--- src/rtl/iec_pkg.sv ---
// Shared constants for the IEC serial-bus front end: default timing parameters
// and channel indices into the line vectors.
package iec_pkg;

  localparam int unsigned IEC_CHANNELS    = 3;
  localparam int unsigned IEC_SYNC_STAGES = 2;
  localparam int unsigned IEC_FILTER_LEN  = 2;
  localparam int unsigned IEC_PHI2_DIV    = 32;

  localparam int unsigned IEC_ATN  = 0;
  localparam int unsigned IEC_CLK  = 1;
  localparam int unsigned IEC_DATA = 2;

endpackage

--- src/rtl/iec_line_filter.sv ---
// One bus line: synchroniser chain, stability counter, edge strobes and a
// sticky flag for pulses that were too short to be accepted.
module iec_line_filter
  import iec_pkg::*;
#(
  parameter int unsigned SYNC_STAGES = IEC_SYNC_STAGES,
  parameter int unsigned FILTER_LEN  = IEC_FILTER_LEN,
  parameter logic        IDLE_LEVEL  = 1'b1
) (
  input  logic clk,
  input  logic rst_n,
  input  logic line_i,
  input  logic glitch_clr_i,
  output logic line_o,
  output logic rise_o,
  output logic fall_o,
  output logic glitch_o
);

  localparam int unsigned    CNT_W    = $clog2(FILTER_LEN + 1);
  localparam logic [CNT_W-1:0] CNT_LAST = CNT_W'(FILTER_LEN - 1);

  logic [SYNC_STAGES-1:0] sync_q, sync_d;
  logic [CNT_W-1:0]       cnt_q, cnt_d;
  logic                   line_q, line_d;
  logic                   rise_q, rise_d;
  logic                   fall_q, fall_d;
  logic                   glitch_q, glitch_d;
  logic                   s;

  assign s = sync_q[SYNC_STAGES-1];

  // A new level is accepted only after FILTER_LEN consecutive differing samples;
  // falling back early means the pulse was rejected.
  always_comb begin
    sync_d   = {sync_q[SYNC_STAGES-2:0], line_i};
    cnt_d    = cnt_q;
    line_d   = line_q;
    rise_d   = 1'b0;
    fall_d   = 1'b0;
    glitch_d = glitch_q & ~glitch_clr_i;
    if (s != line_q) begin
      if (cnt_q == CNT_LAST) begin
        line_d = s;
        cnt_d  = '0;
        rise_d = s;
        fall_d = ~s;
      end else begin
        cnt_d = cnt_q + CNT_W'(1);
      end
    end else begin
      cnt_d = '0;
      if (cnt_q != '0) begin
        glitch_d = 1'b1;
      end
    end
  end

  always_ff @(posedge clk or negedge rst_n) begin
    if (!rst_n) begin
      sync_q   <= {SYNC_STAGES{IDLE_LEVEL}};
      cnt_q    <= '0;
      line_q   <= IDLE_LEVEL;
      rise_q   <= 1'b0;
      fall_q   <= 1'b0;
      glitch_q <= 1'b0;
    end else begin
      sync_q   <= sync_d;
      cnt_q    <= cnt_d;
      line_q   <= line_d;
      rise_q   <= rise_d;
      fall_q   <= fall_d;
      glitch_q <= glitch_d;
    end
  end

  assign line_o   = line_q;
  assign rise_o   = rise_q;
  assign fall_o   = fall_q;
  assign glitch_o = glitch_q;

endmodule

--- src/rtl/iec_bus_frontend.sv ---
// IEC bus input conditioner: per-line filters plus the phi2 rising/falling
// enable generator for the CPU and VIAs.
module iec_bus_frontend
  import iec_pkg::*;
#(
  parameter int unsigned CHANNELS    = IEC_CHANNELS,
  parameter int unsigned SYNC_STAGES = IEC_SYNC_STAGES,
  parameter int unsigned FILTER_LEN  = IEC_FILTER_LEN,
  parameter int unsigned DIV         = IEC_PHI2_DIV,
  parameter logic        IDLE_LEVEL  = 1'b1
) (
  input  logic                clk32,
  input  logic                reset_n,
  input  logic [CHANNELS-1:0] line_in,
  output logic [CHANNELS-1:0] line_out,
  output logic [CHANNELS-1:0] rise,
  output logic [CHANNELS-1:0] fall,
  output logic [CHANNELS-1:0] glitch,
  input  logic                glitch_clr,
  input  logic                run,
  output logic                p2_r,
  output logic                p2_f
);

  localparam int unsigned      DIV_W    = $clog2(DIV);
  localparam logic [DIV_W-1:0] DIV_LAST = DIV_W'(DIV - 1);
  localparam logic [DIV_W-1:0] DIV_HALF = DIV_W'(DIV / 2);

  for (genvar g = 0; g < CHANNELS; g++) begin : g_line
    iec_line_filter #(
      .SYNC_STAGES (SYNC_STAGES),
      .FILTER_LEN  (FILTER_LEN),
      .IDLE_LEVEL  (IDLE_LEVEL)
    ) u_filter (
      .clk          (clk32),
      .rst_n        (reset_n),
      .line_i       (line_in[g]),
      .glitch_clr_i (glitch_clr),
      .line_o       (line_out[g]),
      .rise_o       (rise[g]),
      .fall_o       (fall[g]),
      .glitch_o     (glitch[g])
    );
  end

  logic [DIV_W-1:0] div_q, div_d;
  logic             p2_r_q, p2_r_d;
  logic             p2_f_q, p2_f_d;

  // Divider only advances on run edges, so a stall stretches the period exactly.
  always_comb begin
    div_d  = div_q;
    p2_r_d = 1'b0;
    p2_f_d = 1'b0;
    if (run) begin
      p2_r_d = (div_q == '0);
      p2_f_d = (div_q == DIV_HALF);
      div_d  = (div_q == DIV_LAST) ? '0 : div_q + DIV_W'(1);
    end
  end

  always_ff @(posedge clk32 or negedge reset_n) begin
    if (!reset_n) begin
      div_q  <= '0;
      p2_r_q <= 1'b0;
      p2_f_q <= 1'b0;
    end else begin
      div_q  <= div_d;
      p2_r_q <= p2_r_d;
      p2_f_q <= p2_f_d;
    end
  end

  assign p2_r = p2_r_q;
  assign p2_f = p2_f_q;

endmodule

--- config.mk ---
export PLATFORM = sky130hd
export DESIGN_NAME = iec_bus_frontend
export DESIGN_NICKNAME = d
export VERILOG_FILES = /design/src/rtl/iec_pkg.sv /design/src/rtl/iec_line_filter.sv /design/src/rtl/iec_bus_frontend.sv
export SDC_FILE = /design/constraint.sdc
export NUM_CORES = 1
export LEC_CHECK = 0
export ABC_AREA = 0
export CORE_MARGIN = 5
export CORE_UTILIZATION = 51
export DETAILED_ROUTE_END_ITERATION = 12
export PLACE_DENSITY = 0.77
export SLEW_MARGIN = 20
export SYNTH_ARGS = -nofsm -noshare
export SYNTH_HDL_FRONTEND = slang
export SYNTH_SLANG_ARGS = --single-unit
export TNS_END_PERCENT = 50
--- constraint.sdc ---
create_clock -name clk32 -period 1.75 [get_ports clk32]
set_input_delay 0.35 -clock clk32 [delete_from_list [all_inputs] [get_ports clk32]]
set_output_delay 0.35 -clock clk32 [all_outputs]
set_load 0.005 [all_outputs]
; ---- After elaboration in Yosys (flattened, before gate mapping)
; Cells that the tools add are included.
[word_totals]
reg_bits = 31
in_bits = 7
output_inout_bits = 14
[classes]
addsub = 4
n_eq_ne = 8
n_mux = 27
bitwise_logic = 7
reduce_logical = 7
[ops]
columns = operator, n
row1 = 1-bit two-way mux, 20
row2 = 2-bit two-way mux, 6
row3 = 5-bit equality test (second input constant), 2
row4 = 2-bit by 1-bit adder with 2-bit output (second input constant), 3
row5 = 2-bit by 1-bit equality test with 1-bit output (second input constant), 3
row6 = 2-bit AND reduction, 3
row7 = 2-bit nonzero test, 3
row8 = 5-bit by 1-bit adder with 5-bit output (second input constant), 1
row9 = 5-bit logical NOT, 1
row10 = 5-bit two-way mux, 1
row11 = 1-bit NOT, 4
row12 = 1-bit AND, 3
row13 = 1-bit inequality test, 3

; ---- Logic depth before layout (Yosys ltp)
; Gate-level depths: netlist (run 1).
[depth]
ltp_word = 4
depth_mapped = 6
depth_no_buf = 6

; ---- By module
; A second synthesis (run 1) with hierarchy kept.
[unflattened]
cells_unflattened = 85
area_unflattened_um2 = 1226.2
[modules_own_cells]
columns = module, n_inst, cells_per_inst, area_per_inst_um2
row1 = iec_line_filter, 3, 18, 287.8
row2 = iec_bus_frontend, 1, 31, 362.8

; ---- Worst setup path after synthesis (run 1)
; OpenSTA, ideal clock, no wires.
[synth_path]
path_kind = reg-to-reg
from = register div_q[0]
to = register div_q[4]
setup_time_ns = 0.125
arrival_time_ns = 1.237
required_time_ns = 1.625
path_slack_ns = 0.389
stages_incl_launch_ff = 5
n_path_buf = 0
cell_sequence = dfrtp_1 -> ha_1 -> and3_1 -> ha_1 -> mux2_2
[synth_between]
elab_chain_cells = 2
elab_cells_between_ends = 3
cone_classes = add/sub: 1 / eq/ne: 1 / mux: 1
[synth_rtl]
columns = element, line_no
row1 = from (decl), iec_bus_frontend.sv:46  ; logic [DIV_W-1:0] div_q, div_d;
row2 = from (signal assigned), iec_bus_frontend.sv:68  ; div_q <= div_d;
row3 = 5-bit by 1-bit adder with 5-bit output or 5-bit equality test (tied branches), iec_bus_frontend.sv:58  ; div_d = (div_q == DIV_LAST) ? '0 : div_q + DIV_W'(1);
row4 = 5-bit two-way mux *, iec_bus_frontend.sv:58
; Every way passes the cells marked *; elsewhere a longest branch is shown, timed or not.
; A chain may end at the register's enable or synchronous reset.

; ---- Worst setup path after layout (run 1)
[layout_path]
from = register g_line[2].u_filter.glitch_q
to = output glitch[2]
[layout_rtl]
columns = element, line_no
row1 = from (decl), iec_line_filter.sv:28  ; logic glitch_q, glitch_d;
row2 = from (signal assigned), iec_line_filter.sv:73  ; glitch_q <= glitch_d;
row3 = to (decl), iec_bus_frontend.sv:18  ; output logic [CHANNELS-1:0] glitch,
; No word-level cell between the ends.

==> results of run 1 <==
Yosys cell counts:
cell type and count:
a31oi_1 1, a32o_1 1, and2_1 3, and3_1 1
and3b_1 4, and4b_1 1, and4bb_1 1, buf_4 12
dfrtp_1 22, dfstp_2 9, ha_1 3, inv_1 6
inv_2 1, mux2_2 4, mux2i_1 1, nand2_1 2
nand2b_1 1, nand3_1 1, nor2_2 4, nor2b_4 2
nor3b_1 2, o21ai_0 9, o31ai_1 1, xnor2_1 3
stage by stage:
stage	hold WS, ps	total power (uW)	setup WS [ps]
3_5_place_dp	347	1690	238
3_3_place_gp	346	1660	332
6_report	360	2240	224
4_1_cts	361	2280	19.6
5_1_grt	372	2390	143
2_1_floorplan	54.4	1510	389
worst register-to-register path, cell delays in order (launching register included):
cell     delay, ps
dfrtp_1        410
ha_1           230
and3_1         150
ha_1           200
inv_1           80
nand2_1         90
o31ai_1        230
sequential cells by signal (all words and copies together), names as in the netlist:
name and count:
div_q 5, g_line.u_filter.cnt_q 6, g_line.u_filter.fall_o 3, g_line.u_filter.glitch_o 3, g_line.u_filter.line_o 3, g_line.u_filter.rise_o 3
g_line.u_filter.sync_q 6, p2_f 1, p2_r 1
logic make-up (layout without fill, tap and decap cells):
kind of cell	count (synthesis)	in the layout	share of synthesized area (%)
multiplexers	5	5	4.37
buffers and inverters	19	37	9.24
XOR/XNOR	3	3	2.09
AO/OA/AOI/OAI	12	12	5.46
flip-flops	31	31	62.5
AND/OR/NAND/NOR	22	22	13.4
adder cells (fa/ha/maj)	3	3	2.98
worst paths after layout:
check                                                to                         start
min                        g_line[2].u_filter.sync_q[1]  g_line[2].u_filter.sync_q[0]
min reg2reg                g_line[2].u_filter.sync_q[1]  g_line[2].u_filter.sync_q[0]
max reg2reg                                    div_q[3]                      div_q[0]
max in group asynchronous  g_line[0].u_filter.sync_q[0]                       reset_n
min in group asynchronous                      div_q[0]                       reset_n
max                                           glitch[2]   g_line[2].u_filter.glitch_o
routing by layer:
layer  wire length [um]  global-route usage [%]  vias up  part of all wire, %
met4                 74                    8.54        0                  4.2
met2                818                    18.7       23                   46
met3                158                    5.83        8                  9.0
met1                712                    12.6      325                   40
met5                  0                       0        -                    0
li1                   -                       -      338                    -
report_power, final:
| part | internal [uW] | switching (uW) |
|---|---|---|
| Clock | 337 | 235 |
| Sequential | 930 | 139 |
| Combinational | 375 | 221 |
| Total | 1640 | 595 |
area by class of cell:
class / count / area share, %
clock buffer: 6 / 3.40
clock inverter: 2 / 2.32
inverter: 7 / 1.74
multi-input combinational: 45 / 23.6
sequential: 31 / 52.2
tap: 30 / 2.49
timing repair buffer: 22 / 14.3
repair_timing:
action,in CTS,in global routing
endpoints found under the setup margin,3,1
hold buffers,0,0
cloned,0,0
endpoints found under the hold margin,0,0
gates resized for setup,2,1
setup buffers,1,0
==> metrics.txt, run 1 <==
status=complete, no violations; share of layout cells above drive strength 1=26.5%; depth of the worst hold-timing path=0; Tcrit/Tclk final=87.2%; number of iterations in the first detailed-routing pass=3; Worst setup SP type=register; stages on the worst setup path=1; All-Layer GR Usage=12.0%; design area=1510 um2; Util after Layout=62.6%; Worst VDD drop=845 uV; most common cell after layout, fill and taps aside=dfrtp_1; diode count=0; Hold Crit Class=register to register; depth of the CTS H-tree=2; Worst Clk Skew=3.82 ps; fill count=195; DR vias=694; Port Buffers=20; global route overflow=0; wire per inst=12.3 um; worst-case reg-to-reg path depth=6; clock tree sinks=31; Skew-Pair Late Insertion Delay=320 ps; clk buf depth=2; most frequent cells in the layout=dfrtp_1 (22), clkdlybuf4s50_1 (17), o21ai_0 (9), dfstp_2 (9), inv_1 (6); buffers and inverters on the worst path=1; Synth cell types=24; Setup Viol. Count Final=0; min cycle time layout=1530 ps; die width=59.7 um; drt via density=4.85; core area=2410 um2; placed insts=134; hpwl dp=1230 um; Syn Nets=105; WL final=1760 um; Final Hold Violating Endpoints=0; FF+latch count, synth=31; Peak Freq=655 MHz; Max-slew headroom=74.9%; Yosys top cell by area=dfrtp_1; Seq/Total Area, Yosys=62.5%; Final #Nets=122; largest net degree at the start of global routing=32; IO Pins=21; Post-Syn Area=1260 um2; Layout area overhead=19.8%; area of the multi-input gates=357 um2; Slew @ Worst Pin=376 ps; Num CTS Buffers=5; die height=59.7 um; pwr/cell area=1480 nW/um2; cell leakage power=0.000709 uW; count of final max-slew check failures=0; TritonCTS clock tree=built; WS Path Type=register to output port; largest fanout on the critical path=2; Synth Warn #=0; Critical Path AT=1180 ps; Worst R2R Setup Slack=260 ps; worst endpoint required time=1400 ps; die area=3560 um2; Initial Util=52.3%; first-pass GRT wire length=2970 um; CP cell instances=clkdlybuf4s50_1; CP delay by family, top=buffers and inverters; CTS Root Cell=clkbuf_4; FF+latch area=787 um2; CTS clk-pin slew, worst paths=90 ps; vias in the first global route=720; Mean Syn Cell Area=13.3 um2; Std-Cell Rows=18; routability congestion estimate=0.816; CP max stage delay=500 ps; initial antenna violation count=0; top cells by area, synth=dfrtp_1 (44%), dfstp_2 (19%), buf_4 (7.1%); CP endpoint kind=output port; First DRT Iteration DRCs=4; Slowest-stage cell, CP=clkdlybuf4s50_1; RSZ-0062 raised after global routing=no; Antenna Nets Post-Route=0; Yosys top cell area share=43.7%; Residual DRC=0; Fin Setup TNS=0 ps; Max Cap Viol=0; Post-Synthesis Cells=95; final non-filler cell total=143; Post-DP Area=1420 um2
(Power assumes the default switching activity.)
==> run 2: changes to the inputs <==
MAX_ROUTING_LAYER = met4   (was default)
==> run 2 against run 1 <==
Against the previous run:
- clock power about the same
- worst setup slack hardly changed
- via count is 0.29% higher
- register-to-register slack hardly changed
- maximum frequency is the same
- first-iteration DRC count is the same
- routed wire length rose by 0.11%
- die area is the same
- non-clock buffer count stayed put
- power about the same
- largest cell class unchanged
- highest routed layer unchanged
==> metrics.txt, run 2 (synthesized netlist as in run 1, its figures left out) <==
TritonCTS clock tree=built; die height=59.7 um (unchanged); die area=3560 um2 (unchanged); Port Buffers=20 (unchanged); depth of the worst hold-timing path=0 (unchanged); worst-case reg-to-reg path depth=6 (unchanged); clock tree sinks=31 (unchanged); Worst Clk Skew=3.82 ps (-0.0000300 ps); initial antenna violation count=0 (unchanged); pwr/cell area=1480 nW/um2 (about the same); Post-DP Area=1420 um2 (unchanged); WL met3=158 um (unchanged); depth of the CTS H-tree=2 (unchanged); share of layout cells above drive strength 1=26.5% (unchanged); status=complete, no violations; DR vias=696 (+0.29%); Top Layer Used=met4; CP endpoint kind=output port; Slowest-stage cell, CP=clkdlybuf4s50_1; First DRT Iteration DRCs=4 (unchanged); clk buf depth=2 (unchanged); Setup Viol. Count Final=0 (unchanged); min-delay src=g_line[2].u_filter.sync_q[0]; vias in the first global route=720 (unchanged); Skew-Pair Late Insertion Delay=320 ps (about the same); Hold EP=g_line[2].u_filter.sync_q[1]; Critical Path AT=1180 ps (about the same); Final #Nets=122 (unchanged); largest fanout on the critical path=2 (unchanged); most common cell after layout, fill and taps aside=dfrtp_1; Std-Cell Rows=18 (unchanged); most frequent cells in the layout=dfrtp_1 (22), clkdlybuf4s50_1 (17), o21ai_0 (9), dfstp_2 (9), inv_1 (6); die width=59.7 um (unchanged); biggest regs=g_line.u_filter.cnt_q: 6 flops, g_line.u_filter.sync_q: 6 flops, div_q: 5 flops; area of the multi-input gates=357 um2 (unchanged); CTS clk-pin slew, worst paths=90 ps (about the same); first-pass GRT wire length=2970 um (unchanged); Worst R2R Setup Slack=260 ps (about the same); CP max stage delay=500 ps (about the same); Peak Freq=655 MHz (unchanged); Residual DRC=0 (unchanged); design area=1510 um2 (unchanged); diode count=0 (unchanged); Worst setup SP type=register; count of final max-slew check failures=0 (unchanged); Worst VDD drop=845 uV (about the same); Max-slew headroom=74.9% (about the same); core area=2410 um2 (unchanged); Reg2Reg Capture Point=div_q[3]; FF+latch area=787 um2 (unchanged); Layout area overhead=19.8% (unchanged); IO Pins=21 (unchanged); routability congestion estimate=0.829 (+1.5%); Fin Setup TNS=0 ps (unchanged); CTS Root Cell=clkbuf_4; min cycle time layout=1530 ps (-0.00100 ps); All-Layer GR Usage=12.4% (+0.35 points); Antenna Nets Post-Route=0 (unchanged); worst endpoint required time=1400 ps (about the same); Hold Crit Class=register to register; WL met1=714 um (+0.28%); drt via density=4.87 (+0.29%); largest net degree at the start of global routing=32 (unchanged); CP delay by family, top=buffers and inverters; number of iterations in the first detailed-routing pass=4 (+1); wire per inst=12.3 um (+0.11%); Final Hold Violating Endpoints=0 (unchanged); Initial Util=52.3% (unchanged); Max Cap Viol=0 (unchanged); Tcrit/Tclk final=87.2% (about the same); hpwl dp=1230 um (unchanged); cell leakage power=0.000709 uW (unchanged); WL met2=818 um (unchanged); CP cell instances=clkdlybuf4s50_1; RSZ-0062 raised after global routing=no; Slew @ Worst Pin=376 ps (+0.0387 ps); global route overflow=0 (unchanged); WS Path Type=register to output port; WL final=1770 um (+0.11%); fill count=195 (unchanged); Reg-to-Reg Start=div_q[0]; buffers and inverters on the worst path=1 (unchanged); Num CTS Buffers=5 (unchanged)
-- run 2: cell counts in the layout (fill, tap and decap cells not counted) --
Identical to the previous run, type by type.
-- run 2: per-layer routing --
metal | up-vias | GRT usage, %
li1 | 338 | -
met1 | 327 | 12.6
met2 | 23 | 18.7
met3 | 8 | 5.83
met4 | 0 | 8.54
met5 | - | -
-- run 2: layout make-up --
class | instances | share of cell area, %
Sequential cell | 31 | 52.2
Inverter | 7 | 1.74
Clock inverter | 2 | 2.32
Timing Repair Buffer | 22 | 14.3
Multi-Input combinational cell | 45 | 23.6
Tap cell | 30 | 2.49
Clock buffer | 6 | 3.40
-- run 2: per-stage QoR --
stage	std cells	util, %	hold WS, ps	power [uW]	setup slack (ps)
after detailed placement	134	58.7	347	1690	238
after global placement	134	58.7	346	1660	332
after CTS	143	62.5	361	2280	19.6
after global routing	143	62.6	372	2390	143
final	143	62.6	360	2240	224
after floorplan	95	-	54.4	1510	389
-- run 2: where the power goes --
| part | total, uW | switching, uW | internal [uW] |
|---|---|---|---|
| sequential | 1070 | 139 | 930 |
| clock | 572 | 235 | 337 |
| combinational | 596 | 221 | 375 |
-- run 2: worst max path at each step --
| stage | start | to | slack, ps | cells past startpoint |
|---|---|---|---|---|
| global placement | run | div_q[4] | 330 | 2 |
| finish | g_line[2].u_filter.glitch_o | glitch[2] | 220 | 1 |
| detailed placement | div_q[0] | div_q[3] | 240 | 6 |
| floorplan | div_q[0] | div_q[4] | 390 | 4 |
| CTS | g_line[2].u_filter.line_o | line_out[2] | 20 | 1 |
| global route | div_q[0] | div_q[3] | 140 | 6 |
-- run 2: repair_timing --
| item | 4_1_cts | 5_1_grt |
|---|---|---|
| gates resized for setup | 2 | 1 |
| endpoints found under the hold margin | 0 | 0 |
| hold buffers | 0 | 0 |
| buffers inserted | 1 | 0 |
| endpoints found under the setup margin | 3 | 1 |
